$ cat src/rtl/led_row_scanner.sv
// led_row_scanner: walks a ROWS x DATA_W row memory and drives a multiplexed
// LED matrix (one-hot row strobe + column lines) with fixed dwell and blanking.
// Optional macro LED_SCAN_BRIGHTNESS_EN adds a 4-bit bright input that
// PWM-gates the lit row during SHOW.
//
// State table
//   state   | meaning
//   IDLE    | scan off, outputs dark, waiting for enable
//   ADDR    | read address presented for the current row, outputs dark
//   LATCH   | address held one more cycle, pattern captured on exit
//   SHOW    | row lit for DWELL cycles
//   BLNK    | anti-ghosting dark gap of BLANK cycles
module led_row_scanner #(
  parameter int DATA_W = 10,
  parameter int ROWS   = 4,
  parameter int ADDR_W = 2,
  parameter int DWELL  = 1000,
  parameter int BLANK  = 2
) (
  input  logic              clk,
  input  logic              rst_n,
  input  logic              enable,
`ifdef LED_SCAN_BRIGHTNESS_EN
  input  logic [3:0]        bright,
`endif
  input  logic [DATA_W-1:0] mem_data,
  output logic [ADDR_W-1:0] mem_addr_rd,
  output logic [ROWS-1:0]   row_sel,
  output logic [DATA_W-1:0] col_out,
  output logic              frame_start
);

  localparam int DW_W = (DWELL > 1) ? $clog2(DWELL + 1) : 1;
  localparam int BL_W = (BLANK > 0) ? $clog2(BLANK + 1) : 1;

  localparam logic [DW_W-1:0]   DWELL_LAST = DW_W'(DWELL - 1);
  localparam logic [BL_W-1:0]   BLANK_LAST = BL_W'((BLANK > 0) ? BLANK - 1 : 0);
  localparam logic [ADDR_W-1:0] ROW_LAST   = ADDR_W'(ROWS - 1);
  localparam logic [ROWS-1:0]   ROW_ONE    = ROWS'(1);

  localparam logic [2:0] S_IDLE  = 3'd0;
  localparam logic [2:0] S_ADDR  = 3'd1;
  localparam logic [2:0] S_LATCH = 3'd2;
  localparam logic [2:0] S_SHOW  = 3'd3;
  localparam logic [2:0] S_BLNK  = 3'd4;

  logic [2:0]        r_state;
  logic [ADDR_W-1:0] r_idx;
  logic [ADDR_W-1:0] r_addr;
  logic [ROWS-1:0]   r_row_sel;
  logic [DATA_W-1:0] r_col;
  logic              r_frame_start;
  logic [DW_W-1:0]   r_dwell;
  logic [BL_W-1:0]   r_blank;

  logic [ADDR_W-1:0] w_idx_next;
  logic [ROWS-1:0]   w_onehot;

`ifdef LED_SCAN_BRIGHTNESS_EN
  // Latched pattern is kept separately so PWM can blank the outputs without
  // losing the row contents.
  logic [DATA_W-1:0] r_pat;
  logic [ROWS-1:0]   r_onehot;
  logic [3:0]        r_pwm;
  logic [3:0]        w_pwm_inc;
  assign w_pwm_inc = r_pwm + 4'd1;
`endif

  assign w_idx_next = (r_idx == ROW_LAST) ? '0 : r_idx + ADDR_W'(1);
  assign w_onehot   = ROW_ONE << r_idx;

  assign mem_addr_rd = r_addr;
  assign row_sel     = r_row_sel;
  assign col_out     = r_col;
  assign frame_start = r_frame_start;

  // Scan sequencer: state, row index, timers and all registered outputs.
  always_ff @(posedge clk or negedge rst_n) begin
    if (!rst_n) begin
      r_state       <= S_IDLE;
      r_idx         <= '0;
      r_addr        <= '0;
      r_row_sel     <= '0;
      r_col         <= '0;
      r_frame_start <= 1'b0;
      r_dwell       <= '0;
      r_blank       <= '0;
`ifdef LED_SCAN_BRIGHTNESS_EN
      r_pat         <= '0;
      r_onehot      <= '0;
      r_pwm         <= '0;
`endif
    end else begin
      r_frame_start <= 1'b0;
      if (!enable) begin
        r_state   <= S_IDLE;
        r_idx     <= '0;
        r_addr    <= '0;
        r_row_sel <= '0;
        r_col     <= '0;
        r_dwell   <= '0;
        r_blank   <= '0;
      end else begin
        case (r_state)
          S_IDLE: begin
            r_state       <= S_ADDR;
            r_idx         <= '0;
            r_addr        <= '0;
            r_frame_start <= 1'b1;
            r_row_sel     <= '0;
            r_col         <= '0;
          end
          S_ADDR: begin
            r_state <= S_LATCH;
          end
          S_LATCH: begin
            // Sampling a cycle after the address settles covers both
            // combinational and registered memory reads.
            r_state <= S_SHOW;
            r_dwell <= '0;
`ifdef LED_SCAN_BRIGHTNESS_EN
            r_pat    <= mem_data;
            r_onehot <= w_onehot;
            r_pwm    <= '0;
            if (bright != 4'd0) begin
              r_row_sel <= w_onehot;
              r_col     <= mem_data;
            end else begin
              r_row_sel <= '0;
              r_col     <= '0;
            end
`else
            r_row_sel <= w_onehot;
            r_col     <= mem_data;
`endif
          end
          S_SHOW: begin
            if (r_dwell == DWELL_LAST) begin
              r_row_sel <= '0;
              r_col     <= '0;
              if (BLANK > 0) begin
                r_state <= S_BLNK;
                r_blank <= '0;
              end else begin
                r_state       <= S_ADDR;
                r_idx         <= w_idx_next;
                r_addr        <= w_idx_next;
                r_frame_start <= (w_idx_next == '0);
              end
            end else begin
              r_dwell <= r_dwell + DW_W'(1);
`ifdef LED_SCAN_BRIGHTNESS_EN
              r_pwm <= w_pwm_inc;
              if (w_pwm_inc < bright) begin
                r_row_sel <= r_onehot;
                r_col     <= r_pat;
              end else begin
                r_row_sel <= '0;
                r_col     <= '0;
              end
`endif
            end
          end
          S_BLNK: begin
            if (r_blank == BLANK_LAST) begin
              r_state       <= S_ADDR;
              r_idx         <= w_idx_next;
              r_addr        <= w_idx_next;
              r_frame_start <= (w_idx_next == '0);
            end else begin
              r_blank <= r_blank + BL_W'(1);
            end
          end
          default: begin
            r_state   <= S_IDLE;
            r_idx     <= '0;
            r_addr    <= '0;
            r_row_sel <= '0;
            r_col     <= '0;
          end
        endcase
      end
    end
  end

endmodule

$ cat config.mk
export PLATFORM = sky130hd
export DESIGN_NAME = led_row_scanner
export DESIGN_NICKNAME = d
export VERILOG_FILES = /design/src/rtl/led_row_scanner.sv
export SDC_FILE = /design/constraint.sdc
export NUM_CORES = 1
export LEC_CHECK = 0
export ABC_AREA = 1
export ABC_CLOCK_PERIOD_IN_PS = 1800
export CAP_MARGIN = 0
export CORE_MARGIN = 5
export CORE_UTILIZATION = 45
export CTS_CLUSTER_SIZE = 20
export DETAILED_ROUTE_END_ITERATION = 8
export GPL_TIMING_DRIVEN = 0
export PLACE_DENSITY = 0.7
export SYNTH_ARGS = -nofsm -noshare
export SYNTH_HDL_FRONTEND = slang
export SYNTH_SLANG_ARGS = --single-unit
export TNS_END_PERCENT = 1
$ cat constraint.sdc
create_clock -name clk -period 1.8 [get_ports clk]
set_input_delay 0.27 -clock clk [delete_from_list [all_inputs] [get_ports clk]]
set_output_delay 0.27 -clock clk [all_outputs]
set_load 0.005 [all_outputs]
# Word-level counts from Yosys, hierarchy flattened
# Index checks and enable logic that the tools add are counted.
# op_classes
addsub	3
n_mul	0
div	0
n_lt_le_gt_ge	0
n_eq_ne	15
n_shift	1
muxes	24
n_bitwise	0
n_reduce_logical	9
# op_table
operator	count
$mux 10	4
$pmux 10 s3	1
$pmux 10 s2	1
$pmux 3 s5	1
$mux 2	6
$ne 3x3->1 const B	4
$pmux 4 s3	1
$add 10x1->10 const B	1
$eq 10x10->1 const B	1
$mux 3	3
$mux 4	2
$pmux 2 s2	2
$reduce_and 2->1	4
$eq 3x2->1 const B	2
$ne 3x1->1 const B	2
$add 2x1->2 const B	2
$ne 2x2->1 const B	2
$shl 1x2->4 const A	1
$eq 3x1->1 const B	1
$eq 3x3->1 const B	1
$logic_not 3->1	1
$reduce_and 3->1	1
$reduce_or 3->1	1
$eq 2x1->1 const B	1
other kinds (5)	6
# word_totals
reg_bits	32
latchBits	0
ramBits	0
romBits	0
input_bits	13
out_inout_bits	17
mem_count	0

# Longest topological paths before layout
# logic_depth
depth_word	6
mapped_depth	10

# Worst setup path after synthesis
# OpenSTA, ideal clock, no wires.
# synth_path
kind	register -> register
startpoint	register r_dwell[0]
endpoint	register r_col[0] (netlist: col_out[0])
setup_ns	0.116
t_arrival_ns	1.341
t_required_ns	1.684
setup_slack_ns	0.342
stages_incl_launch_ff	10
period_less_slack_ns	1.458
path_cell_list	dfrtp_1 -> ha_1 -> nand2_1 -> nor2_2 -> nand2_1 -> nand2_1 -> nand3_2 -> buf_6 -> nand2_1 -> nand2_1
# synth_via
elab_chain_cells	3
# synth_lines
element	line_no	rtl
from (decl)	53	logic [DW_W-1:0] r_dwell;
from (signal assigned)	151	r_dwell <= r_dwell + DW_W'(1);
$eq 10x10->1	138	if (r_dwell == DWELL_LAST) begin
$ne 3x3->1 (no line)	--	
$reduce_and 2->1 (no line)	--	
to (signal assigned)	134	r_col <= mem_data;
to (decl)	51	logic [DATA_W-1:0] r_col;
# No other way between the ends.
# A chain may end at the register's enable or synchronous reset.

# Worst setup path in the final report
# layout_path
startpoint	register r_dwell[0]
endpoint	register r_col[5] (netlist: col_out[5])
# Same word-level chain as after synthesis.

==> results.cfg <==
[drt]
dr.pass1.iters = 4
wl_um = 3310
wl_per_cell_um = 11.2
num_vias = 1407
drtIter0Drc = 61
via_per_inst = 4.79
drcViolationCount = 0
ant_nets = 0

[logic_synthesis]
synth-main-ff-cell = dfrtp_1
ys_top_cells_by_count = nand2_1, dfrtp_1, inv_1, nand3_1, nor2_1
async_flop_share = 1.00
synth-seq-cells = 32
yosysTopAreaCell = dfrtp_1
yosysUniqueCellTypes = 23
synthCells = 210
yosysTopAreaCellShare = 0.491
synth_edf_count = 0
syn_avg_cell_area_um2 = 7.77
ys_warn_count = 0
yosysMostFrequentCell = nand2_1
synth_area_um2 = 1630
synth.area.top_cells = dfrtp_1, nand2_1, ha_1
synth_fp_nets = 229
ys_seq_area_frac = 0.491

[worst_hold_path]
min_path_type = primary input to flop
min_path_cells = 3
hp-start = enable
hold_path_end = r_dwell[8]

[die]
rows = 21
fp.dieW_um = 70.2
dieArea_um2 = 4930
die_h_um = 70.2
ioPinCount = 30
initial_core_util = 0.478
core-area_um2 = 3420

[clock_tree]
clk_path_buf_depth = 2
htreeDepth = 2
clkSlewWorstSetupHoldPaths_ns = 0.11
cts.sinks = 32
root_buffer = clkbuf_4
cts_tree = yes
cts_made_buffers = 5
clk_latency_ns = 0.33

[setup_path]
crit_type = flop to flop
r2r_cells = 9
r2r_start = r_dwell[0]
cp-start-kind = flop
worstPathRequired_ns = 2.03
reg2reg_slack_ns = 0.21
end_kind = flop
cp_max_fo = 10
crit_arrival_ns = 1.82
rr_endpoint = col_out[5]

[timing]
tns_ns = 0
slew_headroom = 0.543
worstMarginPinSlew_ns = 0.686
setup_viol = 0
fmax_mhz = 630
period_share = 0.882
drv_slew = 0
skew_ns = 0.0118
min_period_ns = 1.59
hold_viol_final = 0
worst_slack_ns = 0.212
grt_setup_unrepaired = false

[grt]
antenna_found_initial = 0
globalRouteOverflowTotal = 0
grt_pass1_wl_um = 5800
first_global_vias = 1256
grt_usage = 0.147
grt_max_degree = 33

[status]
status = completed

[layout]
diodes = 0
final_nets = 266
final_util = 0.603
fillers = 325
drive_above_1_share = 0.0968
fin_area_um2 = 2060
synthToLayoutAreaGrowth_pct = 26.2

[placement]
dp_slack_ns = 0.0737
portBuffers = 28
dpl_cell_area_um2 = 1960
hpwl_um = 2410
gp_congestion = 0.825

[power_and_ir_drop]
leakagePower_nw = 1.01
p_total_mw = 1.42
vdd_drop_max_mv = 0.387
power_density_nw_per_um2 = 692

[run]
drv_cap = 0
through the flow:
step,cells,hold slack [ns]
finish,294,0.311
global route,294,0.332
CTS,293,0.292
detailed placement,284,0.364
global placement,284,0.454
floorplan,210,-0.0256
metal layers:
layer  share of wire  routed length, µm  vias up  track usage
li1                -                  -      743            -
met1            0.49               1610      637        0.192
met2            0.46               1520       22        0.229
met3           0.042                139        5       0.0473
met4           0.011                 36        0       0.0511
met5               0                  0        -            0
logic make-up (layout without fill, tap and decap cells):
group / Yosys count / after routing / synth area share
simple gates: 132 / 132 / 0.351
flops: 32 / 32 / 0.491
buf+inv: 25 / 63 / 0.0659
compound gates: 15 / 15 / 0.0460
fa+ha+maj: 6 / 6 / 0.0460
report_power, final:
| group | switching [mW] | internal [mW] |
|---|---|---|
| logic | 0.116 | 0.0999 |
| registers | 0.0234 | 0.748 |
| clock network | 0.246 | 0.191 |
area by class of cell:
| cell class | count | area [µm²] | share of cell area |
|---|---|---|---|
| buffer | 4 | 28.8 | 0.0140 |
| multi-input combinational | 153 | 738 | 0.358 |
| inverter | 21 | 78.8 | 0.0383 |
| sequential | 32 | 801 | 0.389 |
| clock inverter | 1 | 7.51 | 0.00365 |
| clock buffer | 7 | 55.1 | 0.0267 |
| timing repair buffer | 30 | 293 | 0.142 |
| tap | 46 | 57.6 | 0.0279 |
registers in the layout (all words and copies together) (netlist names):
register     flops
frame_start      1
row_sel          4
r_blank          2
mem_addr_rd      2
col_out         10
r_dwell         10
r_state          3
critical path: stages, from the launching register on:
cell and delay (ns):
dfrtp_1 0.41, ha_1 0.18, nand2_1 0.13, nor2_4 0.16
nand2_1 0.10, nand2_2 0.14, nand3_4 0.11, buf_6 0.16
nand2_1 0.05, nand2_1 0.05
what timing repair did:
item / CTS / global route
setup buffers: 0 / 1
hold buffers: 1 / 0
endpoints found under the hold margin: 27 / 0
gates resized for setup: 0 / 3
endpoints found under the setup margin: 0 / 10
how the worst max path moves through the flow:
stage	startpoint	to	slack [ns]	cells past startpoint
global placement	rst_n	col_out[2]	-0.20	1
floorplan	r_dwell[0]	col_out[0]	0.34	9
finish	r_dwell[0]	col_out[5]	0.21	9
detailed placement	r_dwell[0]	col_out[0]	0.07	9
CTS	r_dwell[0]	col_out[0]	0.06	9
global route	r_dwell[0]	col_out[3]	0.03	9
cells in the final DEF, fill, tap and decap left out, types with 2 or more instances in the layout:
cell | netlist | layout
clkdlybuf4s50_1 | 0 | 27
nand2_1 | 85 | 84
inv_2 | 3 | 3
inv_1 | 18 | 18
nor2_1 | 13 | 13
clkbuf_4 | 0 | 5
or2_0 | 2 | 2
dfrtp_1 | 32 | 32
buf_2 | 2 | 3
nand2_2 | 1 | 2
nor3_1 | 2 | 2
ha_1 | 6 | 6
nand4_1 | 7 | 7
buf_4 | 1 | 2
nand3_1 | 14 | 14
o21ai_1 | 9 | 9
o21ai_0 | 5 | 5
Note: power is estimated with default switching activity, not from simulation.
